===== src/rtl/raster_stamp_arb_pkg.sv =====
// Shared raster types for the stamp arbiter and its round-robin sub-arbiter.
// Contents:
//   raster_stamp_t        - packed quad record (position, coverage mask, barycentrics, pid)
//   STAMP_W               - width of one packed stamp
//   RASTER_ARB_MAX_INPUTS - largest slice count the arbiter supports
//   raster_arb_perf_t     - perf counter bundle (used when RASTER_ARB_PERF_EN is defined)
//   rr_idx_w()            - index width for an N-way arbiter (at least 1 bit)
package raster_stamp_arb_pkg;

    localparam int unsigned RASTER_ARB_MAX_INPUTS = 16;

    typedef struct packed {
        logic [15:0] pos_x;
        logic [15:0] pos_y;
        logic [3:0]  mask;
        logic [31:0] bcoord_x;
        logic [31:0] bcoord_y;
        logic [31:0] bcoord_z;
        logic [7:0]  pid;
    } raster_stamp_t;

    localparam int unsigned STAMP_W = $bits(raster_stamp_t);

    typedef struct packed {
        logic [43:0]                                stall_cycles;
        logic [RASTER_ARB_MAX_INPUTS-1:0][31:0]     grants;
    } raster_arb_perf_t;

    function automatic int unsigned rr_idx_w(input int unsigned n);
        return (n > 1) ? $clog2(n) : 1;
    endfunction

endpackage


===== src/rtl/raster_stamp_arb_rr_arbiter.sv =====
// raster_rr_arbiter: generic NUM_REQS-way round-robin arbiter.
// Ports:
//   clk, reset   - clock, asynchronous active-high reset (pointer returns to 0)
//   req          - request vector
//   advance      - the current grant completed a transfer; rotate priority past it
//   grant        - one-hot grant (zero when no request)
//   grant_idx    - binary index of the grant
//   grant_valid  - at least one request is granted
module raster_rr_arbiter
    import raster_stamp_arb_pkg::*;
#(
    parameter int unsigned NUM_REQS = 4,
    localparam int unsigned IDX_W   = rr_idx_w(NUM_REQS)
) (
    input  logic                clk,
    input  logic                reset,
    input  logic [NUM_REQS-1:0] req,
    input  logic                advance,
    output logic [NUM_REQS-1:0] grant,
    output logic [IDX_W-1:0]    grant_idx,
    output logic                grant_valid
);

    logic [IDX_W-1:0] ptr_q, ptr_d;
    // One extra bit so ptr + offset never overflows before the modulo fold.
    logic [IDX_W:0]   cand;

    // Search upward from the pointer, wrapping modulo NUM_REQS; first hit wins.
    always_comb begin
        grant       = '0;
        grant_idx   = '0;
        grant_valid = 1'b0;
        cand        = '0;
        for (int unsigned off = 0; off < NUM_REQS; off++) begin
            cand = {1'b0, ptr_q} + (IDX_W + 1)'(off);
            if (cand >= (IDX_W + 1)'(NUM_REQS)) begin
                cand = cand - (IDX_W + 1)'(NUM_REQS);
            end
            if (!grant_valid && req[cand[IDX_W-1:0]]) begin
                grant[cand[IDX_W-1:0]] = 1'b1;
                grant_idx              = cand[IDX_W-1:0];
                grant_valid            = 1'b1;
            end
        end
    end

    // A stalled grant leaves the pointer alone; only a completed transfer rotates it.
    always_comb begin
        ptr_d = ptr_q;
        if (advance && grant_valid) begin
            ptr_d = (grant_idx == IDX_W'(NUM_REQS - 1)) ? '0 : grant_idx + IDX_W'(1);
        end
    end

    always_ff @(posedge clk or posedge reset) begin
        if (reset) begin
            ptr_q <= '0;
        end else begin
            ptr_q <= ptr_d;
        end
    end

endmodule


===== src/rtl/raster_stamp_arb.sv =====
// raster_stamp_arb: merges NUM_INPUTS raster slice stamp streams onto one output.
// Round-robin grant per cycle, optional one-entry registered output stage,
// and aggregation of slice completion into a single done flag.
// Optional feature macro: RASTER_ARB_PERF_EN (adds stall and per-input grant counters).
// Ports:
//   clk, reset          - clock, asynchronous active-high reset
//   valid_in/stamp_in   - per-slice stamp handshake (held until accepted)
//   done_in             - per-slice "all stamps emitted" level
//   ready_in            - per-slice accept, one-hot or zero
//   valid_out/stamp_out - merged stamp, held until ready_out
//   done_out            - all slices done and nothing pending (registered)
//   ready_out           - downstream accept
//   perf_stall_cycles   - (RASTER_ARB_PERF_EN) cycles with valid_out && !ready_out
//   perf_grants         - (RASTER_ARB_PERF_EN) per-input accepted stamp count
module raster_stamp_arb
    import raster_stamp_arb_pkg::*;
#(
    parameter int unsigned NUM_INPUTS = 4,
    parameter int unsigned OUT_REG    = 1
) (
    input  logic                                clk,
    input  logic                                reset,
    input  logic [NUM_INPUTS-1:0]               valid_in,
    input  logic [NUM_INPUTS-1:0][STAMP_W-1:0]  stamp_in,
    input  logic [NUM_INPUTS-1:0]               done_in,
    output logic [NUM_INPUTS-1:0]               ready_in,
    output logic                                valid_out,
    output logic [STAMP_W-1:0]                  stamp_out,
    output logic                                done_out,
    input  logic                                ready_out
`ifdef RASTER_ARB_PERF_EN
    ,
    output logic [43:0]                         perf_stall_cycles,
    output logic [NUM_INPUTS-1:0][31:0]         perf_grants
`endif
);

    localparam int unsigned IDX_W = rr_idx_w(NUM_INPUTS);

    logic [NUM_INPUTS-1:0] grant;
    logic [IDX_W-1:0]      grant_idx;
    logic                  any_valid;
    logic [NUM_INPUTS-1:0] ready_raw;
    logic                  xfer_in;
    logic                  done_q;

    assign xfer_in = |(valid_in & ready_in);

    raster_rr_arbiter #(
        .NUM_REQS (NUM_INPUTS)
    ) u_arb (
        .clk         (clk),
        .reset       (reset),
        .req         (valid_in),
        .advance     (xfer_in),
        .grant       (grant),
        .grant_idx   (grant_idx),
        .grant_valid (any_valid)
    );

    if (OUT_REG != 0) begin : g_out_reg
        logic               valid_q;
        logic [STAMP_W-1:0] stamp_q;
        logic               stage_can_accept;

        assign stage_can_accept = !valid_q || ready_out;
        assign ready_raw        = grant & {NUM_INPUTS{stage_can_accept}};

        always_ff @(posedge clk or posedge reset) begin
            if (reset) begin
                valid_q <= 1'b0;
                stamp_q <= '0;
            end else if (xfer_in) begin
                valid_q <= 1'b1;
                stamp_q <= stamp_in[grant_idx];
            end else if (ready_out) begin
                valid_q <= 1'b0;
            end
        end

        assign valid_out = valid_q;
        assign stamp_out = stamp_q;
    end else begin : g_out_pass
        assign ready_raw = grant & {NUM_INPUTS{ready_out}};
        // Gated so reset forces the reset values even though the path is combinational.
        assign valid_out = !reset && any_valid;
        assign stamp_out = reset ? '0 : stamp_in[grant_idx];
    end

    // The registered stage can accept while its own flop is held in reset; mask it.
    assign ready_in = reset ? '0 : ready_raw;

    // Requiring the stage to be empty or draining keeps done behind the last stamp.
    always_ff @(posedge clk or posedge reset) begin
        if (reset) begin
            done_q <= 1'b0;
        end else begin
            done_q <= (&done_in) && !(|valid_in) && (!valid_out || ready_out);
        end
    end

    assign done_out = done_q;

`ifdef RASTER_ARB_PERF_EN
    logic [43:0]                 stall_q;
    logic [NUM_INPUTS-1:0][31:0] grants_q;

    always_ff @(posedge clk or posedge reset) begin
        if (reset) begin
            stall_q  <= '0;
            grants_q <= '0;
        end else begin
            if (valid_out && !ready_out) begin
                stall_q <= stall_q + 44'd1;
            end
            for (int i = 0; i < NUM_INPUTS; i++) begin
                if (valid_in[i] && ready_in[i]) begin
                    grants_q[i] <= grants_q[i] + 32'd1;
                end
            end
        end
    end

    assign perf_stall_cycles = stall_q;
    assign perf_grants       = grants_q;
`endif

endmodule

===== config.mk =====
export PLATFORM = sky130hd
export DESIGN_NAME = raster_stamp_arb
export DESIGN_NICKNAME = d
export VERILOG_FILES = /design/src/rtl/raster_stamp_arb_pkg.sv /design/src/rtl/raster_stamp_arb_rr_arbiter.sv /design/src/rtl/raster_stamp_arb.sv
export SDC_FILE = /design/constraint.sdc
export NUM_CORES = 1
export LEC_CHECK = 0
export ABC_AREA = 1
export CAP_MARGIN = 0
export CORE_AREA = 2 2 275 277
export DETAILED_ROUTE_END_ITERATION = 6
export DIE_AREA = 0 0 277 279
export PLACE_DENSITY = 0.46
export SKIP_LAST_GASP = 1
export SYNTH_ARGS = -nofsm -noshare
export SYNTH_HDL_FRONTEND = slang
export SYNTH_SLANG_ARGS = --single-unit

===== constraint.sdc =====
create_clock -name clk -period 5.25 [get_ports clk]
set_input_delay 0.7875 -clock clk [delete_from_list [all_inputs] [get_ports clk]]
set_output_delay 0.7875 -clock clk [all_outputs]
set_load 0.01 [all_outputs]

=== After elaboration in Yosys (flattened, before gate mapping) ===
Index checks and enable logic that the tools add are counted.

* Add/subtract/negate cells: 8
* Magnitude comparators: 13
* Equality and inequality tests: 1
* Multiplexer cells: 38
* Bitwise operators: 5
* Reductions and logical operators: 20

{| class="wikitable"
|+ Operator list
! cell !! count
|-
| binary-select mux 140 bit (select 2 bit) || 1
|-
| 2-to-1 mux 140 bit || 1
|-
| 2-to-1 mux 4 bit || 5
|-
| 2-to-1 mux 2 bit || 9
|-
| < comparator 2 x 3 -> 1 bit (second input constant) || 5
|-
| 2-to-1 mux 1 bit || 14
|-
| OR 4 bit || 3
|-
| logical AND 1 bit || 10
|-
| greater-or-equal comparator 3 bit (second input constant) || 3
|-
| bitwise AND 4 bit || 2
|-
| binary-select mux 1 bit (select 2 bit) || 4
|-
| demux 1 bit (select 2 bit) || 4
|-
| greater-or-equal comparator 2 x 1 -> 1 bit (second input constant) || 4
|-
| OR reduction 4 bit || 2
|-
| subtractor 2 x 1 -> 2 bit (second input constant) || 4
|-
| adder 2 x 2 -> 3 bit (second input constant) || 2
|-
| logical NOT 1 bit || 5
|-
| AND reduction 4 bit || 1
|-
| adder 2 x 1 -> 3 bit (second input constant) || 1
|-
| greater-or-equal comparator 2 x 3 -> 1 bit (second input constant) || 1
|-
| adder 2 x 1 -> 2 bit (second input constant) || 1
|-
| equality test 2 bit (second input constant) || 1
|-
| nonzero test 2 bit || 1
|-
| logical OR 1 bit || 1
|}

* Register bits after elaboration: 144
* Word-level logic and storage cells: 89

=== Logic depth before layout (Yosys ltp) ===
Gate-level depths: netlist of run 1.

* Depth in word-level cells: 19
* Depth in mapped cells: 18
* Depth with buffers taken out: 15

=== By module ===
A second synthesis of run 1 with hierarchy kept.

* Cell total of the unflattened synthesis: 1807
* Area total of the unflattened synthesis: 11235.8 sq um

{| class="wikitable"
|+ By module, submodules not included
! module !! instances !! cells an instance !! area an instance (sq um)
|-
| raster_stamp_arb || 1 || 1711 || 10656.5
|-
| raster_rr_arbiter || 1 || 96 || 579.3
|}

=== Worst setup path after synthesis of run 1 ===
OpenSTA, ideal clock, no wires.

* Path type: flip-flop to output port
* Start: register (tool-made name)
* End: output port ready_in[0]
* Data arrival time: 1757 ps
* Required time: 4463 ps
* Slack: 2705 ps
* Cell stages (with the launch flop): 13
* Cells stage by stage: dfrtp_1 > buf_6 > inv_4 > ha_1 > inv_1 > nand3_1 > nand2_1 > nand3_1 > nor2_2 > nand2_1 > nand3_1 > nand2_1 > inv_1

{| class="wikitable"
|+ RTL lines
! element !! line !! RTL
|-
| to (decl) || raster_stamp_arb.sv:26 || <nowiki>output logic [NUM_INPUTS-1:0] ready_in,</nowiki>
|}

==> impl.org, run 1 <==
** Worst setup path
- The critical path is of the flip-flop to primary output type.
- Of all nets on the critical path, the largest fanout is 11.
- Startpoint class of the critical path :: flip-flop
- At the worst endpoint, the arrival time is 3.26 ns.
- Endpoint kind of the worst setup timing path :: primary output
- Data on the critical path is required at its endpoint by 4.46 ns.

** Timing
- Actual slew at the worst max-slew pin :: 0.9401 ns
- For the final routed database, the setup TNS stands at 0 ns.
- After layout, the worst path uses between 70 and 80% of the clock period.
- Worst slew margin :: 37.33%
- Setup repair after global routing left no endpoint under its margin.
- Post-route clock skew :: 0.009645 ns
- Static timing analysis puts the maximum clock frequency at 247.2 MHz.
- Period minus WS final :: 4.046 ns
- Final hold viol count :: 0
- Setup violations remaining at the end of the flow were counted as 0.
- The final number of max-transition violations was 0.
- WHS :: 0.4775 ns

** Placed design
- Port buffer count :: 716
- Including well taps, the total number of placed cells is approximately 3200.
- Half-perimeter wire length after detailed placement :: approximately 48000 um
- Placer's final routability congestion estimate :: 0.9140

** Yosys
- Number of flops mapped to enable cells by yosys :: 0
- The most used flip-flop cell after synthesis is dfrtp_1.
- The cell area that synthesis handed to floorplanning was 10610 um^2.
- Net count after synthesis :: 2246
- Counting distinct cell types in the post-synthesis netlist gives 29.
- YS warnings :: 0
- In this run, synthesis produced a sequential element count of 144.
- Of all flip-flops after synthesis, the portion carrying an async set or reset was 100.0%.
- Cell count after synthesis :: 1667
- The average instance in the mapped netlist occupies 6.364 um^2.
- Sequential element share of the synthesized area :: roughly a third

** Clock network
- Cts repair resizes :: 0
- TritonCTS built the clock tree.
- For the worst-skew pair, the clock arrives at the later sink with an insertion delay of 0.48 ns.
- The clock passes through at most 2 buffers.
- Setup Fix Bufs, Post-CTS :: 0
- Cell at the root of the clock tree :: clkbuf_16
- Sink count of the clock tree :: 144
- CTS clk-pin slew, worst paths :: 0.07 ns
- Post-CTS Hold Buffers :: 0
- In this run the number of H-tree levels came out at 4.
- Clock tree synthesis inserted a total of 17 buffers.

** Drt
- After detailed routing, the met3 layer carries 4362 um of wire.
- In this run the top signal layer used is met5.
- Number of optimization iterations in the first detailed-route pass :: 5
- After detailed routing, the average wire length per cell comes to 19.74 um.
- The routed design uses 31930 um of met2 wire.
- In the routed design, unresolved DRC markers number 0.
- Number of nets with antenna violations after detailed routing :: 0
- Via total after detailed routing :: 14310
- Via density :: 4.393
- Metal1 wirelength :: 26550 um
- Iter 0 DRT Violations :: 902
- The final layout contains routed wiring with a total length of 64290 um.

** Final layout
- Final net count :: 2851
- The library cells used most frequently in the layout, excluding fill and tap cells, are 716 x clkdlybuf4s50_1, 713 x nand3_1, 594 x nand2_1.
- Area delta synth->final :: 81.14%
- Area of the multi-input gates :: 6218 um^2
- The library cell used most frequently in the layout, excluding fill and tap cells, is clkdlybuf4s50_1.
- Counting the fill cells in the layout gives 8162.
- Leaving out filler cells and counting taps, the final layout contains about 3300.
- Fraction of final layout cells with drive strength greater than 1 :: about 3.3%
- Registers take 3603 um^2.

** Power and ir drop
- Leakage power total :: 8.325 nW
- Power spread over the standard cell area amounts to 786.0 nW/um^2.
- Peak supply drop :: 1.249 mV

** Global routing
- The number of global-route vias before repair came to about 14000.
- Across every metal layer, demand over resource in global routing totals between 10% and 20%.
- Overall overflow remaining after global route :: 0
- The initial antenna violation count came to 13.
- The first global-routing pass estimated 94190 um of wire.
- Entering global routing, the biggest net connects 142 pins.

** Worst hold path
- Tightest Hold Check Type :: flip-flop to flip-flop
- The worst hold path begins at stamp_out[36].

** Floorplan
- The die is ~280 um tall.
- The floorplan step defined a die boundary enclosing around 77000 um^2.
- The floorplan step defined a core boundary enclosing 74070 um^2.
- Number of placement rows :: 100
- Effective utilization at floorplan :: 14.32%
- Boundary Pins :: 717
- The die is about 280 um wide.

** Outcome
- The run finished with clean final reports.

** Run
- Max-cap violations in this run came to 0.
==> power by group <==
part / internal (W) / total, W / switching (W)
Clock: 0.000760 / 0.00133 / 0.000569
Combinational: 0.00400 / 0.0117 / 0.00773
Sequential: 0.00170 / 0.00204 / 0.000340
==> cells by family after synthesis <==
kind of cell               after synthesis  share of synthesized area, %
buffers and inverters                  170                         7.760
adders and majority gates                8                        0.9435
AOI/OAI and AO/OA                       11                        0.6723
xor gates and xnor gates                 2                        0.1651
DFF                                    144                         33.97
and+or+nand+nor                       1332                         56.49
==> per-stage QoR <==
step           worst slack, ns  cell area, um^2  utilization (%)  total power (W)
2_1_floorplan           0.5962            10610                -         0.009475
3_3_place_gp             1.410            18600            25.12          0.01392
3_5_place_dp             1.391            18600            25.12          0.01399
4_1_cts                  1.146            19210            25.93          0.01541
5_1_grt                 0.9552            19210            25.94          0.01662
6_report                 1.204            19220            25.94          0.01510
==> layer usage <==
metal,GRT usage [%],up-vias
met1,19.69,6798
met3,4.209,80
met4,4.724,18
li1,-,6825
met2,27.77,586
met5,0,-
==> cell usage after synthesis (2+ instances only) <==
library cell / n / share of area (%)
buf_1: 13 / 0.46
buf_4: 18 / 1.3
o21ai_0: 3 / 0.14
nand2_1: 596 / 21
buf_6: 3 / 0.32
nand3_1: 713 / 34
inv_1: 11 / 0.39
clkbuf_1: 46 / 1.6
nand4_1: 6 / 0.35
nand2_2: 5 / 0.29
buf_2: 74 / 3.5
nor2_4: 2 / 0.21
dfrtp_1: 144 / 34
a21boi_0: 4 / 0.28
nor2_1: 2 / 0.071
xor2_1: 2 / 0.17
inv_2: 4 / 0.14
a21oi_1: 2 / 0.094
ha_1: 8 / 0.94
nand3_2: 2 / 0.19
==> registers in the layout, indices dropped and copies added, names as in the netlist, named ones only <==
name,flops
stamp_out,140
done_out,1
valid_out,1
u_arb.ptr_q,1
==> area by class of cell <==
cell class / instances / share of cell area [%]
multi-input combinational: 1353 / 32.36
timing repair buffer: 740 / 39.01
clock buffer: 19 / 2.305
antenna: 4 / 0.05209
sequential: 144 / 18.75
inverter: 16 / 0.3776
clock inverter: 12 / 0.8334
tap: 969 / 6.309
==> critical path, cell delays in order (launching register included) <==
cell and delay (ns):
dfrtp_1 0.63, inv_4 0.13, ha_1 0.41, inv_1 0.20
nand3_1 0.10, nand2_1 0.13, nand3_1 0.10, nor2_2 0.16
nand2_1 0.07, nand3_1 0.14, nand2_1 0.07, inv_1 0.08
clkdlybuf4s50_1 0.56
==> worst paths after layout <==
| path | cells past startpoint | endpoint | slack [ns] |
|---|---|---|---|
| setup / recovery | 12 | ready_in[3] | 1.20 |
| hold reg to reg | 2 | stamp_out[36] | 0.48 |
| setup reg to reg | 13 | stamp_out[85] | 1.42 |
| hold / removal | 2 | stamp_out[36] | 0.48 |
| min in group asynchronous | 2 | valid_out | 0.84 |
| max in group asynchronous | 3 | stamp_out[57] | 3.53 |
No activity file was read; power rests on OpenSTA's default activity.
==> run 2, diff against run 1 <==
--- a/config.mk
+++ b/config.mk
@@ -7,9 +7,9 @@
 export LEC_CHECK = 0
 export ABC_AREA = 1
 export CAP_MARGIN = 0
-export CORE_AREA = 2 2 275 277
+export CORE_AREA = 2 2 283 285
 export DETAILED_ROUTE_END_ITERATION = 6
-export DIE_AREA = 0 0 277 279
+export DIE_AREA = 0 0 285 287
 export PLACE_DENSITY = 0.46
 export SKIP_LAST_GASP = 1
 export SYNTH_ARGS = -nofsm -noshare
==> constraint.sdc (replaced) <==
create_clock -name clk -period 3.45 [get_ports clk]
set_input_delay 0.5175 -clock clk [delete_from_list [all_inputs] [get_ports clk]]
set_output_delay 0.5175 -clock clk [all_outputs]
set_load 0.01 [all_outputs]
==> run 2 against run 1 <==
Net effect:
- critical path depth did not move
- register-to-register slack got worse by 0.75 ns
- core utilization is 0.60 points lower
- sequential share of layout area is 0.67 points lower
- cell count grew 4.2%
- total power increased by 65%
- worst hold slack worse by 0.13 ns
- combinational power increased by 69%
- cell area rose by 3.7%
==> impl.org, run 2 (same netlist as run 1, synthesis figures left out) <==
** Timing
- The setup-violating endpoint count in the final report is 0 (unchanged).
- Final Cycle Share :: 92.57%
- Setup ws final :: 0.2562 ns (was 1.204 ns)
- Final slew viol count :: 0 (unchanged)
- Actual slew at the worst max-slew pin :: 0.6363 ns (was 0.9401 ns)
- Setup repair after global routing missed its margin: no (unchanged).
- Max Freq :: 313.1 MHz
- The remaining max-slew budget at the tightest pin came to 57.58% (was 37.33%).
- Final hold viol count :: 0 (unchanged)
- The final setup skew was 0.01494 ns (was 0.009645 ns).
- Fin Setup TNS :: 0 ns (unchanged)
- For the finished layout, the period the worst path requires is 3.194 ns.

** Worst setup path
- Number of cells traversed by the worst register-to-register path :: 15 (was 13)
- Max FO, Critical Path :: 5 (was 11)
- Endpoint kind of the worst setup timing path :: primary output (unchanged)
- Endpoint required time on the critical path :: 2.93 ns (was 4.46 ns)
- The classification of the worst setup path is flip-flop to primary output (unchanged).
- Endpoint of the worst setup timing path :: ready_in[3] (unchanged)
- The endpoint of the worst register-to-register path was stamp_out[83] (was stamp_out[85]).
- Worst reg-to-reg setup slack :: 0.67 ns (was 1.42 ns)
- Startpoint class of the critical path :: flip-flop (unchanged)
- Arr. time, crit path :: 2.68 ns (was 3.26 ns)

** Drt
- The vias per cell was 4.191 (was 4.393).
- The post-detailed-route count of antenna-violating nets is 0 (unchanged).
- Wire length reported by the detailed router :: 67490 um (was 64290 um)
- DRC viols :: 0 (unchanged)
- Number of optimization iterations in the first detailed-route pass :: 4 (was 5)
- The mean routed wirelength per cell is 19.88 um (was 19.74 um).
- Via total after detailed routing :: 14230 (was 14310)
- The detailed router's first-iteration violation count was 694 (was 902).

** Power and ir drop
- The power share of the sequential group was 12.2% (was 13.5%).
- The leakage power summed over all cells was 8.684 nW (was 8.325 nW).
- Switching portion of total power :: 55.49% (was 57.21%)
- The part of the total power dissipated in the clock network came to 8.3% (was 8.8%).
- Peak supply drop :: 1.265 mV (was 1.249 mV)
- The internal power contribution is 0.01108 W (was 0.006463 W).
- P per Cell Area :: 1249 nW/um^2 (was 786.0 nW/um^2)
- Overall power after layout :: 0.02490 W (was 0.01510 W)
- Combinational Power Share :: 79.5% (was 77.7%)
- Power spent charging and discharging nets :: 0.01382 W (was 0.008641 W)

** Clock network
- CTS clk-pin slew, worst paths :: 0.06 ns (was 0.07 ns)
- Clock tree from TritonCTS :: yes (unchanged)
- The number of buffers inserted by hold repair at cts is 0 (unchanged).
- The number of H-tree branching levels came to 4 (unchanged).
- Cell at the root of the clock tree :: clkbuf_16 (unchanged)
- Sink count of the clock tree :: 144 (unchanged)
- Inserted Clock Buffers :: 17 (unchanged)
- Clock Tree Buf Depth :: 2 (unchanged)
- The clock insertion delay at the later pin of the skew report was 0.48 ns (about the same).

** Final layout
- Most common cell after layout, fill and taps aside :: clkdlybuf4s50_1 (unchanged)
- Post-route standard cell area excluding fillers :: 19930 um^2 (was 19220 um^2)
- Final net count :: 2908 (was 2851)
- Flip-flop count of the largest register, all copies and words added :: 140 (unchanged)
- Fraction of final layout cells with drive strength greater than 1 :: 5.726% (was 3.327%)
- The non-filler instance count after layout is 3395 (was 3257).
- The synthesis-to-layout area growth came to 87.83% (was 81.14%).
- Commonest non-fill, non-tap cells in the layout :: 715 x clkdlybuf4s50_1, 713 x nand3_1, 593 x nand2_1 (was 716 x clkdlybuf4s50_1, 713 x nand3_1, 594 x nand2_1)

** Worst hold path
- Tightest Hold Check Type :: input port to asynchronous set/reset pin (was flip-flop to flip-flop)

** Floorplan
- The starting density of the core came to 13.50% (was 14.32%).
- The floorplan die width came to 285 um (was 277 um).
- The total number of placement rows came to 103 (was 100).
- The floorplan die area came to 81800 um^2 (was 77280 um^2).
- Boundary Pins :: 717 (unchanged)
- Height of the die :: 287 um (was 279 um)
- The area of the core was 78610 um^2 (was 74070 um^2).

** Outcome
- Result of the run: finished, final reports clean (unchanged).

** Placed design
- Cell Area, Placed :: 19290 um^2 (was 18600 um^2)
- The placer congestion estimate is 0.8739 (was 0.9140).
- The count of input and output buffers came to 716 (unchanged).
- The worst slack at placement is 0.2421 ns (was 1.391 ns).
- Placed cells :: 3358 (was 3222)
- Half-perimeter wire length after detailed placement :: 51640 um (was 47890 um)

** Global routing
- Via count of the first global-routing pass :: 14210 (was 14200)
- Number of antenna violations at the first check in global routing :: 7 (was 13)
- First-pass GRT wire length :: 96630 um (was 94190 um)
- The final global-route overflow total came to 0 (unchanged).
- Total global-route track usage :: 15.88% (was 16.12%)
- The pin count of the biggest net entering global routing came to 93 (was 142).

** Run
- The total of max-cap violations came to 0 (unchanged).
==> run 2: through the flow <==
step           utilization (%)  hold WS (ns)
4_1_cts                  25.29        0.3007
3_3_place_gp             24.54        0.4619
2_1_floorplan                -        0.5134
6_report                 25.35        0.3470
3_5_place_dp             24.54        0.4641
5_1_grt                  25.34        0.3322
==> run 2: what timing repair did <==
item / CTS / global route
setup buffers: 0 / 2
gates resized for setup: 1 / 5
setup endpoints to repair: 3 / 4
==> run 2: final cells by class <==
| type | count | area (um^2) |
|---|---|---|
| Antenna cell | 5 | 12.51 |
| Tap cell | 1050 | 1314 |
| Sequential cell | 144 | 3603 |
| Multi-Input combinational cell | 1353 | 6228 |
| Fill cell | 8769 | 58690 |
| Clock inverter | 9 | 133.9 |
| Inverter | 16 | 71.32 |
| Timing Repair Buffer | 797 | 8103 |
| Clock buffer | 21 | 460.4 |
==> run 2: worst min-delay path by stage <==
stage                               from        endpoint  depth (start not counted)
after floorplan           stamp_out[126]  stamp_out[126]                          2
after global placement      stamp_out[2]    stamp_out[2]                          2
after detailed placement   stamp_out[40]   stamp_out[40]                          2
after CTS                          reset        done_out                          2
after global routing               reset        done_out                          2
final                              reset        done_out                          2
==> run 2: power groups by stage <==
stage | registers, W | logic, W | clock network (W)
5_1_grt | 0.00315 | 0.0220 | 0.00220
2_1_floorplan | 0.00341 | 0.0110 | 0
3_3_place_gp | 0.00305 | 0.0202 | 0
6_report | 0.00305 | 0.0198 | 0.00206
4_1_cts | 0.00305 | 0.0202 | 0.00216
3_5_place_dp | 0.00306 | 0.0201 | 0
==> run 2: worst max-delay path, stage by stage, from the launching register on <==
cell             delay, ns
dfrtp_1               0.41
inv_4                 0.07
ha_2                  0.31
inv_4                 0.10
nand3_1               0.10
nand2_2               0.11
nand3_1               0.12
nor2_4                0.14
nand2_1               0.06
nand3_1               0.12
nand2_1               0.07
inv_1                 0.06
clkdlybuf4s50_1       0.54
==> run 2: metal layers <==
layer / track usage, % / vias to the layer above / part of all wire [%]
met5: 0 / - / 0.061
met4: 4.712 / 6 / 2.2
met3: 3.746 / 60 / 6.0
met1: 20.04 / 6739 / 43
li1: - / 6940 / -
met2: 26.84 / 484 / 48
==> run 3, diff against run 2 <==
--- a/config.mk
+++ b/config.mk
@@ -11,6 +11,7 @@
 export DETAILED_ROUTE_END_ITERATION = 6
 export DIE_AREA = 0 0 285 287
 export PLACE_DENSITY = 0.46
+export REMOVE_ABC_BUFFERS = 1
 export SKIP_LAST_GASP = 1
 export SYNTH_ARGS = -nofsm -noshare
 export SYNTH_HDL_FRONTEND = slang
==> run 3 against run 2 <==
Net effect:
- clock power fell by 5%
- register-to-register slack got worse by 0.06 ns
- sequential share of layout area barely moved
- highest routed layer is now met4
- flip-flop and latch count did not move
- first-iteration DRC count fell by 19%
- combinational power fell by 5%
- non-clock buffer count rose by 6
- wire length fell by 10%
- global-route usage fell by 1.5 points
- maximum frequency fell by 2.9%
==> impl.org, run 3 (same netlist as run 1, synthesis figures left out) <==
** Clock network
- The number of H-tree branching levels is 4 (unchanged).
- Clock tree from TritonCTS :: yes (unchanged)
- The clock insertion delay at the later pin of the skew report came to 0.47 ns (was 0.48 ns).
- Clock Tree Buf Depth :: 2 (unchanged)
- Post-CTS Hold Buffers :: 0 (unchanged)
- The number of sinks on the clock net is 144 (unchanged).
- The number of CTS-inserted buffers came to 17 (unchanged).
- CTS clk-pin slew, worst paths :: 0.06 ns (about the same)
- The clock tree root buffer cell was clkbuf_16 (unchanged).

** Worst setup path
- Number of cells traversed by the worst register-to-register path :: 13 (was 15)
- Arr. time, crit path :: 2.77 ns (was 2.68 ns)
- Worst setup path class :: flip-flop to primary output (unchanged)
- Max FO, Critical Path :: 7 (was 5)
- The endpoint required time on the critical path was 2.93 ns (about the same).
- Startpoint class of the critical path :: flip-flop (unchanged)
- Endpoint kind of the worst setup timing path :: primary output (unchanged)

** Placed design
- The instance area at placement is 19280 um^2 (was 19290 um^2).
- The placer congestion estimate was 0.8697 (was 0.8739).
- Port buffer count :: 716 (unchanged)
- The worst slack at placement came to 0.2435 ns (was 0.2421 ns).
- Placed cells :: 3360 (was 3358)
- Half-perimeter wire length after detailed placement :: 46570 um (was 51640 um)

** Timing
- Setup ws final :: 0.1615 ns (was 0.2562 ns)
- The upper clock frequency limit is 304.1 MHz (was 313.1 MHz).
- The total count of hold-check failures in the final report was 0 (unchanged).
- The final setup skew is 0.01615 ns (was 0.01494 ns).
- WHS :: 0.4766 ns (was 0.3470 ns)
- The actual slew at the worst max-slew pin is 0.6485 ns (was 0.6363 ns).
- The setup-violating endpoint count in the final report was 0 (unchanged).
- Setup repair after global routing missed its margin :: no (unchanged)
- Period minus WS final :: 3.288 ns (was 3.194 ns)
- Final Cycle Share :: 95.32% (was 92.57%)
- Final slew viol count :: 0 (unchanged)
- The sum of negative setup slack is 0 ns (unchanged).
- The remaining max-slew budget at the tightest pin is 56.77% (was 57.58%).

** Worst hold path
- Worst hold stages :: 2
- The classification of the worst-slack hold path is flip-flop to flip-flop (was input port to asynchronous set/reset pin).

** Floorplan
- The floorplan die width was 285 um (unchanged).
- Height of the die :: 287 um (unchanged)
- Area of the core :: 78610 um^2 (unchanged)
- The floorplan die area came to 81800 um^2 (unchanged).
- Effective utilization at floorplan :: 13.50% (unchanged)
- The total number of placement rows is 103 (unchanged).
- Boundary Pins :: 717 (unchanged)

** Final layout
- The number of filler instances in the final layout came to 8755 (was 8769).
- Flip-flop count of the largest register, all copies and words added :: 140 (unchanged)
- The register cell area after layout was 3605 um^2 (was 3603 um^2).
- The most common cell after layout, fill and taps aside was clkdlybuf4s50_1 (unchanged).
- The synthesis-to-layout area growth was 87.72% (was 87.83%).
- Post-route standard cell area excluding fillers :: 19920 um^2 (was 19930 um^2)
- Fraction of final layout cells with drive strength greater than 1 :: 6.093% (was 5.726%)
- Area of the multi-input gates :: 6223 um^2 (was 6228 um^2)
- Commonest non-fill, non-tap cells in the layout: 716 x clkdlybuf4s50_1, 713 x nand3_1, 593 x nand2_1 (was 715 x clkdlybuf4s50_1, 713 x nand3_1, 593 x nand2_1).
- The net count of the finished layout came to 2914 (was 2908).
- The non-filler instance count after layout came to 3399 (was 3395).

** Drt
- Number of nets with antenna violations after detailed routing :: 0 (unchanged)
- The first-pass iteration count of the detailed router was 5 (was 4).
- The vias per cell is 4.147 (was 4.191).
- Iter 0 DRT Violations :: 565 (was 694)
- Via total after detailed routing :: 14100 (was 14230)
- The mean routed wirelength per cell was 17.88 um (was 19.88 um).
- The routed wire length came to 60760 um (was 67490 um).
- DRC viols :: 0 (unchanged)

** Power and ir drop
- Leakage power total :: 8.666 nW (was 8.684 nW)
- Peak supply drop :: 1.276 mV (was 1.265 mV)
- P per Cell Area :: 1201 nW/um^2 (was 1249 nW/um^2)

** Global routing
- The global-route wire length before repair came to 89490 um (was 96630 um).
- Number of antenna violations at the first check in global routing :: 1 (was 7)
- The pin count of the biggest net entering global routing was 78 (was 93).
- Via count of the first global-routing pass :: 14280 (was 14210)
- The global router's overall resource usage was 14.39% (was 15.88%).
- Overall overflow remaining after global route :: 0 (unchanged)

** Run
- Max capacitance violation total :: 0 (unchanged)

** Outcome
- Result of the run :: finished, final reports clean (unchanged)
[run 3: worst max-delay path, cell delays in order (launching register included)]
cell and delay [ns]:
dfrtp_1 0.41, inv_4 0.11, ha_2 0.31, inv_2 0.13, nand3_1 0.10, nand2_2 0.10, nand3_1 0.09, nor2_2 0.15
nand2_1 0.07, nand3_1 0.13, nand2_1 0.09, inv_1 0.08, clkdlybuf4s50_1 0.54
[run 3: metal layers]
metal / track usage [%] / routed length [um] / vias up
met1: 16.91 / 24780 / 6537
met4: 5.262 / 1812 / 0
met3: 4.087 / 4422 / 76
met2: 24.87 / 29750 / 525
li1: - / - / 6958
met5: 0 / 0 / -
[run 3: path summary, 6_finish.rpt]
| path | startpoint | endpoint | slack (ns) |
|---|---|---|---|
| max in group asynchronous | reset | stamp_out[62] | 2.21 |
| max | flip-flop | ready_in[0] | 0.16 |
| max reg2reg | flip-flop | stamp_out[28] | 0.61 |
| min | stamp_out[107] | stamp_out[107] | 0.48 |
| min reg2reg | stamp_out[107] | stamp_out[107] | 0.48 |
| min in group asynchronous | reset | stamp_out[10] | 0.56 |
[run 3: timing repair]
action / CTS / global route
pin swaps: 0 / 0
setup buffers: 1 / 5
hold endpoints to repair: 0 / 0
setup endpoints to repair: 4 / 4
gates resized for setup: 2 / 2
[run 3: power breakdown]
part           switching [W]  internal (W)
clock network       0.000864       0.00108
registers           0.000439       0.00260
logic                 0.0118       0.00714
total                 0.0131        0.0108
[run 3: layout make-up]
class | instances | share of cell area [%]
clock inverter | 12 | 0.6785
antenna | 2 | 0.02513
clock buffer | 19 | 2.224
tap | 1050 | 6.597
timing repair buffer | 803 | 40.77
inverter | 16 | 0.3518
sequential | 144 | 18.10
multi-input combinational | 1353 | 31.25
[run 3: through the flow]
stage               power [W]  utilization [%]
global placement      0.02233            24.53
global route          0.02637            25.33
floorplan             0.01008                -
CTS                   0.02435            25.27
detailed placement    0.02223            24.53
finish                0.02393            25.33
